[config.mk]
export PLATFORM = sky130hd
export DESIGN_NAME = guess_round_controller_flat
export DESIGN_NICKNAME = d
export VERILOG_FILES = /design/src/rtl/guess_round_if.sv /design/src/rtl/guess_round_controller.sv /design/src/flat_wrapper.sv
export SDC_FILE = /design/constraint.sdc
export NUM_CORES = 1
export LEC_CHECK = 0
export ABC_CLOCK_PERIOD_IN_PS = 3400
export BUFFER_PORTS_ARGS = -buffer_cell sky130_fd_sc_hd__buf_2
export CAP_MARGIN = 5
export CORE_AREA = 8 8 117 87
export CTS_CLUSTER_SIZE = 25
export DETAILED_ROUTE_END_ITERATION = 8
export DIE_AREA = 0 0 125 95
export GPL_TIMING_DRIVEN = 0
export HOLD_SLACK_MARGIN = 0.08
export PLACE_DENSITY = 0.79
export SLEW_MARGIN = 20
export SYNTH_ARGS = -nofsm -noshare
export SYNTH_HDL_FRONTEND = slang
export SYNTH_SLANG_ARGS = --single-unit
[constraint.sdc]
create_clock -name clk -period 3.4 [get_ports clk]
set_clock_uncertainty 0.05 [all_clocks]
set_input_delay 0.17 -clock clk [delete_from_list [all_inputs] [get_ports clk]]
set_output_delay 0.17 -clock clk [all_outputs]
set_load 0.02 [all_outputs]
[src/rtl/guess_round_if.sv]
// guess_round_if: guess/scoring handshake between the edit FSM and the round controller
interface guess_round_if;
  logic        start;
  logic [24:0] guess;
  logic        guess_valid;
  logic        guess_ready;
  logic [24:0] target;
  logic [9:0]  colors;
  logic        result_valid;
  logic        guess_invalid;
  logic [2:0]  row_index;
  logic        busy;
  logic        win;
  logic        lose;
  modport master (
    output start, guess, guess_valid, target,
    input  guess_ready, colors, result_valid, guess_invalid, row_index, busy, win, lose
  );
  modport slave (
    input  start, guess, guess_valid, target,
    output guess_ready, colors, result_valid, guess_invalid, row_index, busy, win, lose
  );
endinterface

[src/rtl/guess_round_controller.sv]
// guess_round_controller: sequences Wordle rounds and scores each guess one letter per cycle
module guess_round_controller #(
  parameter int MAX_ROWS   = 6,
  parameter int EMPTY_CODE = 26
) (
  input logic clk,
  input logic clr,
  guess_round_if.slave b
);
  typedef enum logic [2:0] {IDLE, WAIT_GUESS, GREEN, YELLOW, REPORT, DONE} state_t;
  state_t      state;
  logic [24:0] g_q, t_q;
  logic [2:0]  idx, hit_j, row_next;
  logic [4:0]  used, gl;
  logic        hit, bad, last, green_hit;
  // lowest unused target position holding the current guess letter
  always_comb begin
    gl = g_q[5*idx +: 5];
    hit = 1'b0;
    hit_j = '0;
    for (int j = 4; j >= 0; j--)
      if (!used[j] && t_q[5*j +: 5] == gl) begin
        hit = 1'b1;
        hit_j = 3'(j);
      end
    bad = 1'b0;
    for (int i = 0; i < 5; i++)
      bad = bad || b.guess[5*i +: 5] > 5'd25 || b.guess[5*i +: 5] == 5'(EMPTY_CODE);
  end
  assign green_hit     = gl == t_q[5*idx +: 5];
  assign last          = idx == 3'd4;
  assign row_next      = b.row_index + 3'd1;
  assign b.guess_ready  = state == WAIT_GUESS && !b.start;
  assign b.busy         = state == GREEN || state == YELLOW || state == REPORT;
  assign b.result_valid = state == REPORT;
  always_ff @(posedge clk or posedge clr)
    if (clr) begin
      state <= IDLE;
      g_q <= '0;
      t_q <= '0;
      idx <= '0;
      used <= '0;
      b.colors <= '0;
      b.row_index <= '0;
      b.win <= 1'b0;
      b.lose <= 1'b0;
      b.guess_invalid <= 1'b0;
    end else begin
      b.guess_invalid <= 1'b0;
      if (b.start) begin
        state <= WAIT_GUESS;
        idx <= '0;
        used <= '0;
        b.colors <= '0;
        b.row_index <= '0;
        b.win <= 1'b0;
        b.lose <= 1'b0;
      end else
        case (state)
          WAIT_GUESS:
            if (b.guess_valid) begin
              if (bad) b.guess_invalid <= 1'b1;
              else begin
                g_q <= b.guess;
                t_q <= b.target;
                idx <= '0;
                used <= '0;
                b.colors <= '0;
                state <= GREEN;
              end
            end
          GREEN: begin
            if (green_hit) begin
              b.colors[2*idx +: 2] <= 2'b11;
              used[idx] <= 1'b1;
            end
            idx <= last ? 3'd0 : idx + 3'd1;
            state <= last ? YELLOW : GREEN;
          end
          YELLOW: begin
            if (b.colors[2*idx +: 2] != 2'b11) begin
              b.colors[2*idx +: 2] <= hit ? 2'b10 : 2'b01;
              if (hit) used[hit_j] <= 1'b1;
            end
            idx <= last ? 3'd0 : idx + 3'd1;
            state <= last ? REPORT : YELLOW;
          end
          REPORT:
            if (&b.colors) begin
              b.win <= 1'b1;
              state <= DONE;
            end else begin
              b.row_index <= row_next;
              b.lose <= row_next == 3'(MAX_ROWS);
              state <= row_next == 3'(MAX_ROWS) ? DONE : WAIT_GUESS;
            end
          default: ;
        endcase
    end
endmodule

[src/flat_wrapper.sv]
// flat-port wrapper written by rule: the top's interface ports become plain ports
module guess_round_controller_flat 
#(
  parameter int MAX_ROWS   = 6,
  parameter int EMPTY_CODE = 26
)
  (clk, clr, b_start, b_guess, b_guess_valid, b_target, b_guess_ready, b_colors, b_result_valid, b_guess_invalid, b_row_index, b_busy, b_win, b_lose);
  guess_round_if b_i ();
  input logic clk;
  input logic clr;
  input wire logic [$bits(b_i.start)-1:0] b_start;
  input wire logic [$bits(b_i.guess)-1:0] b_guess;
  input wire logic [$bits(b_i.guess_valid)-1:0] b_guess_valid;
  input wire logic [$bits(b_i.target)-1:0] b_target;
  output wire logic [$bits(b_i.guess_ready)-1:0] b_guess_ready;
  output wire logic [$bits(b_i.colors)-1:0] b_colors;
  output wire logic [$bits(b_i.result_valid)-1:0] b_result_valid;
  output wire logic [$bits(b_i.guess_invalid)-1:0] b_guess_invalid;
  output wire logic [$bits(b_i.row_index)-1:0] b_row_index;
  output wire logic [$bits(b_i.busy)-1:0] b_busy;
  output wire logic [$bits(b_i.win)-1:0] b_win;
  output wire logic [$bits(b_i.lose)-1:0] b_lose;
  assign b_i.start = b_start;
  assign b_i.guess = b_guess;
  assign b_i.guess_valid = b_guess_valid;
  assign b_i.target = b_target;
  assign b_guess_ready = b_i.guess_ready;
  assign b_colors = b_i.colors;
  assign b_result_valid = b_i.result_valid;
  assign b_guess_invalid = b_i.guess_invalid;
  assign b_row_index = b_i.row_index;
  assign b_busy = b_i.busy;
  assign b_win = b_i.win;
  assign b_lose = b_i.lose;
  guess_round_controller #(.MAX_ROWS(MAX_ROWS), .EMPTY_CODE(EMPTY_CODE)) u_core (.clk(clk), .clr(clr), .b(b_i));
endmodule
==> results of run 1 <==
==> kinds of logic (layout without fill, tap and decap cells) <==
logic type,after synthesis,in the layout,share of synthesized area [%]
AND/OR/NAND/NOR,137,137,17.3
adder cells (fa/ha/maj),9,9,2.43
multiplexers,71,71,16.8
buffers and inverters,36,186,3.46
XOR/XNOR,18,18,3.41
flip-flops,77,77,41.6
AO/OA/AOI/OAI,98,98,14.9
==> flip-flops by register name (all words and copies together) (netlist names) <==
name / cells
u_core.idx: 3
u_core.b.row_index: 3
u_core.b.win: 1
u_core.b.colors: 10
u_core.used: 5
u_core.b.lose: 1
u_core.b.guess_invalid: 1
u_core.state: 3
u_core.t_q: 25
u_core.g_q: 25
==> per-layer routing <==
metal / wire length (um) / up-vias
li1: - / 1943
met1: 6120 / 2132
met2: 6420 / 212
met3: 1190 / 32
met4: 198 / 0
met5: 0 / -
==> worst paths after layout <==
path,start,to,slack (ps),depth (start not counted)
worst max-delay path,u_core.idx[1],u_core.b.colors[7],120,11
worst min-delay path,b_start,u_core.b.guess_invalid,140,4
worst max register to register,u_core.idx[1],u_core.b.colors[7],120,11
worst min register to register,u_core.g_q[15],u_core.g_q[15],460,1
max in group asynchronous,clr,u_core.t_q[16],2360,4
min in group asynchronous,clr,u_core.idx[0],350,3
==> power by group through the flow <==
stage / clock [mW] / combinational (mW) / sequential [mW]
after CTS: 1.06 / 1.13 / 1.37
after global routing: 1.10 / 1.36 / 1.41
final: 1.05 / 1.26 / 1.38
after global placement: 0 / 1.04 / 1.36
after detailed placement: 0 / 1.08 / 1.38
after floorplan: 0 / 0.855 / 1.29
==> what timing repair did <==
item | in CTS | in global routing
endpoints found under the hold margin | 87 | 0
resized for setup | 0 | 20
hold buffers | 52 | 0
setup buffers | 0 | 9
endpoints found under the setup margin | 0 | 15
==> area by class of cell <==
cell class	count	area (um2)
well taps	105	131
plain buffers	22	114
fillers	564	2150
multi-input cells	333	2600
repair buffers	134	968
flip-flops and latches	77	1930
inverters	14	55.1
clock inverters	4	70.1
clock buffers	12	256
==> cells in the final DEF (no fill, tap or decap), types with 12 or more instances in the layout <==
master,synthesis,routed
a21oi_1,14,12
dlygate4sd3_1,0,52
inv_1,14,13
dfrtp_1,77,76
nand2_1,18,18
nor3_1,15,15
buf_2,5,76
mux2_2,54,54
o21ai_0,21,21
mux2i_1,17,16
nor2_1,31,29
==> critical path, stage by stage, from the launching register on <==
cell       delay (ps)
dfrtp_2           490
buf_6             190
nand2b_1          340
o21ai_1           170
a221oi_4          330
buf_4             220
xor2_1            180
and4_1            330
nor4b_4            70
buf_4             180
a2111oi_1         470
o32a_1            210
==> results.txt, run 1 <==
Die area = 0.0119 mm2
First-pass GRT wire length = 22.7 mm
Final hold slack = 137 ps
Nets = 654
Hold Vio Cnt, Final = 0
Top_reg_cell synth = dfrtp_1
Layout Utilization = 74.0%
Fin area = 0.00612 mm2
Max-Cap Viols = 0
Tightest Hold Check Type = in -> reg
Setup WS post-layout = 120 ps
Status = finished clean
GRT met1 Usage = 30.9%
Core ar. = 0.00827 mm2
Internal power = 2.49 mW
Switching share of total power = 32.6%
Post-synth top cells = 77 x dfrtp_1, 54 x mux2_2, 31 x nor2_1
Met3 GRT Util = 7.48%
Initial Utilization = 56.0%
Syn_area_per_cell = 10.4 um2
Placed inst area = 0.00514 mm2
DRT Pass-1 Iters = 7
LEAKAGE = 2.62 nW
Critical Path Start Type = flip-flop
Vias per inst = 6.16
Worst setup path class = reg -> reg
Total gr overflow = 0
Area share of the largest cell type after synthesis = 41.6%
All-Layer GR Usage = 24.1%
Net Sw Power = 1.20 mW
Area Growth Syn to Fin = 32.2%
GR Util met2 = 39.5%
Placed Cells = 624
Final setup viols = 0
Actual transition at the worst max-transition pin = 753 ps
Fin crit period = 3280 ps
Logic pwr share = 34.1%
Pwr Total = 3.69 mW
Largest net degree at the start of global routing = 42
Initial antenna violation count = 0
Count leader, synth = dfrtp_1
CP arrival = 3510 ps
Peak supply drop = 0.383 mV
Worst-Skew Late Latency = 340 ps
Total Routed Length = 13.9 mm
Root Buffer = clkbuf_16
Reg power frac = 37.4%
Synthesized net count = 509
Die X-Extent = 125 um
Final Wtd Congestion = 0.912
Max-slew headroom = 49.8%
Sequential fraction of the synthesis area = 41.6%
Htree depth = 3
TNS Setup = 0 ps
DR WL/cell = 19.9 um
Final Non-Filler Cells = 701
Max Slew Vio Count = 0
Kind of end point of the critical path = flip-flop
Rows = 28
Synth top area cells = dfrtp_1 42%, mux2_2 13%, mux2i_1 3.7%
Vias in the first global route = 4,341
Post-synth EDFFs = 0
Clk slew on worst S/H paths = 60 ps
TritonCTS sink count = 77
Max Buffers Root-to-Sink = 2
Highest clock rate = 305 MHz
Async SR Flop Fraction = 100%
Vias = 4,319
Input/output buffers = 72
Synth area leader = dfrtp_1
Busiest metal layer after global routing = met2
Clock power frac = 28.5%
Worst-path maximum fanout = 10
Register bit total from synthesis = 77
Starting DRT DRC Count = 379
CTS tree = done
ANT cells = 0
Die Y = 95 um
Synthesis Warnings = 0
Synth unique cells = 62
DP HPWL = 9.63 mm
Netlist Area Pre-Place = 0.00463 mm2
Syn Inst Count = 446
Total CTS buffers = 9
Io pins = 73
CP Data Required Time = 3630 ps
Share of cells above drive strength 1 = 31.0%
Remaining antenna violation count = 0
DR DRC count = 0
Pre-CTS setup slack = 26.0 ps
Period utilisation layout = 96.5%
Cell area power density = 603 mW/mm2
Note: power is estimated with default switching activity, not from simulation.
==> run 2: changes to the inputs <==
Settings changed: CORE_AREA 8 8 117 87 to 8 8 115 86, CTS_BUF_LIST set to sky130_fd_sc_hd__clkbuf_8, DIE_AREA 0 0 125 95 to 0 0 123 94, PLACE_DENSITY 0.79 to 0.81, RECOVER_POWER set to 50.
==> results.txt, run 2 (synthesized netlist as in run 1, its figures left out) <==
Status = finished clean
Most frequent cells in the layout = 76 x dfrtp_1, 69 x buf_2, 54 x mux2_2
Htree depth = 3
Most common cell after layout, fill and taps aside = dfrtp_1
Worst path buffer plus inverter count = 2
ANT cells = 0
Initial antenna violation count = 0
Worst path max stage delay = 490 ps
Vias = 4,233
Cell area power density = 541 mW/mm2
Total CTS buffers = 9
Max-Cap Viols = 0
Critical Path Start Type = flip-flop
CTS tree = done
Tightest Hold Check Type = in -> reg
Starting DRT DRC Count = 325
TNS Setup = 0 ps
Clk slew on worst S/H paths = 80 ps
Input/output buffers = 72
Initial Utilization = 57.0%
Pre-CTS setup slack = -2.35 ps
Worst-Skew Late Latency = 370 ps
Setup WS post-layout = 83.7 ps
Final Wtd Congestion = 0.958
LEAKAGE = 2.50 nW
Critical path's top delay family = compound AO/OA/AOI/OAI gates
Core ar. = 0.00813 mm2
CP Data Required Time = 3650 ps
Die Y = 94 um
CP arrival = 3570 ps
Die X-Extent = 123 um
Total gr overflow = 0
Final setup viols = 0
Largest net degree at the start of global routing = 60
Rows = 28
Worst reg2reg path depth = 9
All-Layer GR Usage = 24.3%
Worst-path maximum fanout = 10
RSZ-0062 raised after global routing = true
Peak supply drop = 0.344 mV
Fin crit period = 3320 ps
DR WL/cell = 19.4 um
TritonCTS sink count = 77
Max Slew Vio Count = 0
Vias per inst = 6.06
Max-slew headroom = 3.95%
Area Growth Syn to Fin = 27.8%
Fill count = 599
Worst Hold Depth = 4
Max Buffers Root-to-Sink = 2
DP HPWL = 9.71 mm
Period utilisation layout = 97.5%
Share of cells above drive strength 1 = 28.5%
DR DRC count = 0
Worst-path cell chain = clkbuf_1 > nand3b_1 > a21o_1 > a311oi_1 > o2111ai_1 > nor4_4 > inv_1 > a2111oi_1 > o32a_1
Nets = 652
Io pins = 73
Total Routed Length = 13.6 mm
Highest clock rate = 302 MHz
Kind of end point of the critical path = flip-flop
Hold Vio Cnt, Final = 0
Root Buffer = clkbuf_8
First-pass GRT wire length = 21.8 mm
Actual transition at the worst max-transition pin = 1440 ps
CP Depth = 9
Worst path slowest cell = a2111oi_1
Remaining antenna violation count = 0
Largest registers = u_core.g_q: 25 flops, u_core.t_q: 25 flops, u_core.b.colors: 10 flops
Worst setup path class = reg -> reg
DRT Pass-1 Iters = 5
Die area = 0.0116 mm2
Vias in the first global route = 4,268
run 2: layout make-up:
type | instances | area (um2) | share of cell area, %
multi-input cells | 333 | 2590 | 43.8
plain buffers | 22 | 111 | 1.88
repair buffers | 132 | 941 | 15.9
well taps | 105 | 131 | 2.22
inverters | 14 | 53.8 | 0.909
clock buffers | 10 | 138 | 2.33
clock inverters | 5 | 21.3 | 0.359
flip-flops and latches | 77 | 1930 | 32.6
run 2: worst min-delay path, delay by kind of cell:
kind | cells | cell delay (ps)
buffers and inverters | 1 | 130
and+or+nand+nor | 3 | 190
run 2: worst paths after layout:
kind | startpoint | endpoint | slack [ps]
setup / recovery | u_core.idx[2] | u_core.b.colors[7] | 80
hold / removal | b_start | u_core.b.guess_invalid | 110
setup reg to reg | u_core.idx[2] | u_core.b.colors[7] | 80
hold reg to reg | u_core.b.win | u_core.b.win | 460
max in group asynchronous | clr | u_core.idx[1] | 990
min in group asynchronous | clr | u_core.b.guess_invalid | 400
run 2: repair_timing:
action	CTS	global route
endpoints found under the hold margin	128	0
gates resized for setup	0	16
pin swaps	1	2
endpoints found under the setup margin	1	15
setup buffers	3	4
hold buffers	52	0
run 2: metrics by stage:
step           power [mW]  hold WS, ps  cell area (um2)  cells  utilization, %
3_3_place_gp         2.40          349             5120    623            63.0
3_5_place_dp         2.46         82.9             5150    624            63.4
5_1_grt              3.38          140             5920    698            72.8
4_1_cts              3.12         82.1             5850    694            72.0
2_1_floorplan        2.15          228             4630    446               -
6_report             3.20          105             5920    698            72.8
run 2: power breakdown:
group	switching [mW]	internal [mW]	total (mW)
clock	0.319	0.270	0.589
sequential	0.223	1.15	1.37
combinational	0.598	0.642	1.24
run 2: per-layer routing:
layer	wire length (um)	global-route usage, %
met5	0	0
met4	248	8.39
met3	1210	6.91
met2	6260	38.2
met1	5840	31.6
==> run 3: changes to the inputs <==
Settings changed: SETUP_SLACK_MARGIN set to 0.5.
==> results.txt, run 3 (synthesized netlist as in run 1, its figures left out) <==
Rows = 28
Busiest metal layer after global routing = met2
Nets = 671
Vias = 4,503
Worst flop-to-flop path endpoint = u_core.b.colors[7]
Tightest Hold Check Type = in -> reg
Die Y = 94 um
GR Util met2 = 39.6%
Worst reg2reg path depth = 11
Max-slew headroom = 2.65%
Final setup viols = 0
Actual transition at the worst max-transition pin = 1460 ps
Total gr overflow = 0
Total Routed Length = 15.0 mm
GRT met1 Usage = 32.6%
Fin area = 0.00641 mm2
First-pass GRT wire length = 22.9 mm
RSZ-0062 raised after global routing = true
CP Launch Point = u_core.idx[1]
Area Growth Syn to Fin = 38.4%
Total CTS buffers = 9
Clk slew on worst S/H paths = 80 ps
Worst-path maximum fanout = 6
Share of cells above drive strength 1 = 36.6%
Input/output buffers = 72
Worst-Skew Late Latency = 370 ps
LEAKAGE = 2.67 nW
ANT cells = 0
Hold Vio Cnt, Final = 0
Period utilisation layout = 87.9%
Initial Utilization = 57.0%
Die area = 0.0116 mm2
Peak supply drop = 0.370 mV
Met3 GRT Util = 7.15%
Most common cell after layout, fill and taps aside = dfrtp_1
Cell area power density = 545 mW/mm2
Final Wtd Congestion = 0.958
Kind of end point of the critical path = flip-flop
Highest clock rate = 334 MHz
DR WL/cell = 20.9 um
Initial antenna violation count = 0
Io pins = 73
Max Slew Vio Count = 0
Max-Cap Viols = 0
TritonCTS sink count = 77
CTS tree = done
Reg power frac = 39.9%
Worst R2R Setup Slack = 410 ps
Internal power = 2.21 mW
Remaining antenna violation count = 0
Status = finished clean
FF-to-FF Start = u_core.idx[1]
Htree depth = 3
DP HPWL = 9.71 mm
Worst Hold Depth = 4
DRT Pass-1 Iters = 5
Largest net degree at the start of global routing = 60
Fin crit period = 2990 ps
Vias in the first global route = 4,488
Fill count = 497
Placed inst area = 0.00515 mm2
Die X-Extent = 123 um
Switching share of total power = 36.7%
Net Sw Power = 1.28 mW
Largest registers = u_core.g_q: 25 flops, u_core.t_q: 25 flops, u_core.b.colors: 10 flops
CP arrival = 3250 ps
Critical Path Start Type = flip-flop
Worst setup path class = reg -> reg
Placed Cells = 624
Hold Path End = u_core.b.guess_invalid
Logic pwr share = 42.9%
DR DRC count = 0
Core ar. = 0.00813 mm2
Starting DRT DRC Count = 368
CP Data Required Time = 3660 ps
Max Buffers Root-to-Sink = 2
Root Buffer = clkbuf_8
Clock power frac = 17.1%
Most frequent cells in the layout = 74 x dfrtp_1, 62 x buf_2, 53 x mux2_2
Vias per inst = 6.28
Final Non-Filler Cells = 717
All-Layer GR Usage = 25.5%
Critical hold path startpoint = b_start
## run 3: power groups by stage
stage                     Clock [mW]  Sequential (mW)  Combinational (mW)
after floorplan                    0             1.29               0.855
after global placement             0             1.36                1.04
after detailed placement           0             1.38                1.09
after CTS                      0.603             1.37                1.25
after global routing           0.640             1.42                1.59
final                          0.599             1.40                1.50
## run 3: layout make-up
class | instances | area, um2 | area share [%]
buffer | 22 | 158 | 2.46
clock buffer | 10 | 138 | 2.15
clock inverter | 5 | 21.3 | 0.332
inverter | 14 | 53.8 | 0.840
multi-input combinational | 334 | 2840 | 44.3
sequential | 77 | 1930 | 30.1
tap | 105 | 131 | 2.05
timing repair buffer | 150 | 1130 | 17.7
## run 3: how the worst max path moves through the flow
| stage | end | slack, ps | cells past startpoint |
|---|---|---|---|
| after floorplan | u_core.b.colors[7] | 620 | 10 |
| after global placement | u_core.b.colors[5] | 60 | 10 |
| after detailed placement | u_core.b.colors[5] | -2 | 10 |
| after CTS | u_core.b.colors[7] | 480 | 13 |
| after global routing | u_core.b.colors[7] | 330 | 11 |
| final | u_core.b.colors[7] | 410 | 11 |
## run 3: timing repair
item | CTS | global route
endpoints found under the setup margin | 15 | 35
resized for setup | 36 | 51
setup buffers | 9 | 15
pin swaps | 5 | 12
gates cloned | 1 | 1
hold buffers | 52 | 0
endpoints found under the hold margin | 128 | 0
## run 3: per-stage QoR
stage	worst slack [ps]	util (%)	power [mW]	hold slack, ps	setup TNS (ps)
2_1_floorplan	623	-	2.15	228	0
3_3_place_gp	61.0	63.0	2.40	349	0
3_5_place_dp	-2.35	63.4	2.46	82.9	-2.35
4_1_cts	480	74.7	3.23	117	0
5_1_grt	334	78.8	3.65	162	0
6_report	410	78.8	3.49	124	0
## run 3: critical path: stages (launching register included)
cell and delay (ps):
dfrtp_2 490, clkbuf_16 180, buf_4 140, nor4b_4 310, a21oi_2 80, a311oi_2 340, o2111ai_2 220, nor4_4 330
inv_2 140, buf_12 160, a2111oi_4 300, o32a_1 180
## run 3: metal layers
layer | up-vias | share of wire, %
li1 | 1979 | -
met1 | 2184 | 41
met2 | 284 | 46
met3 | 56 | 10
met4 | 0 | 3.2
met5 | - | 0
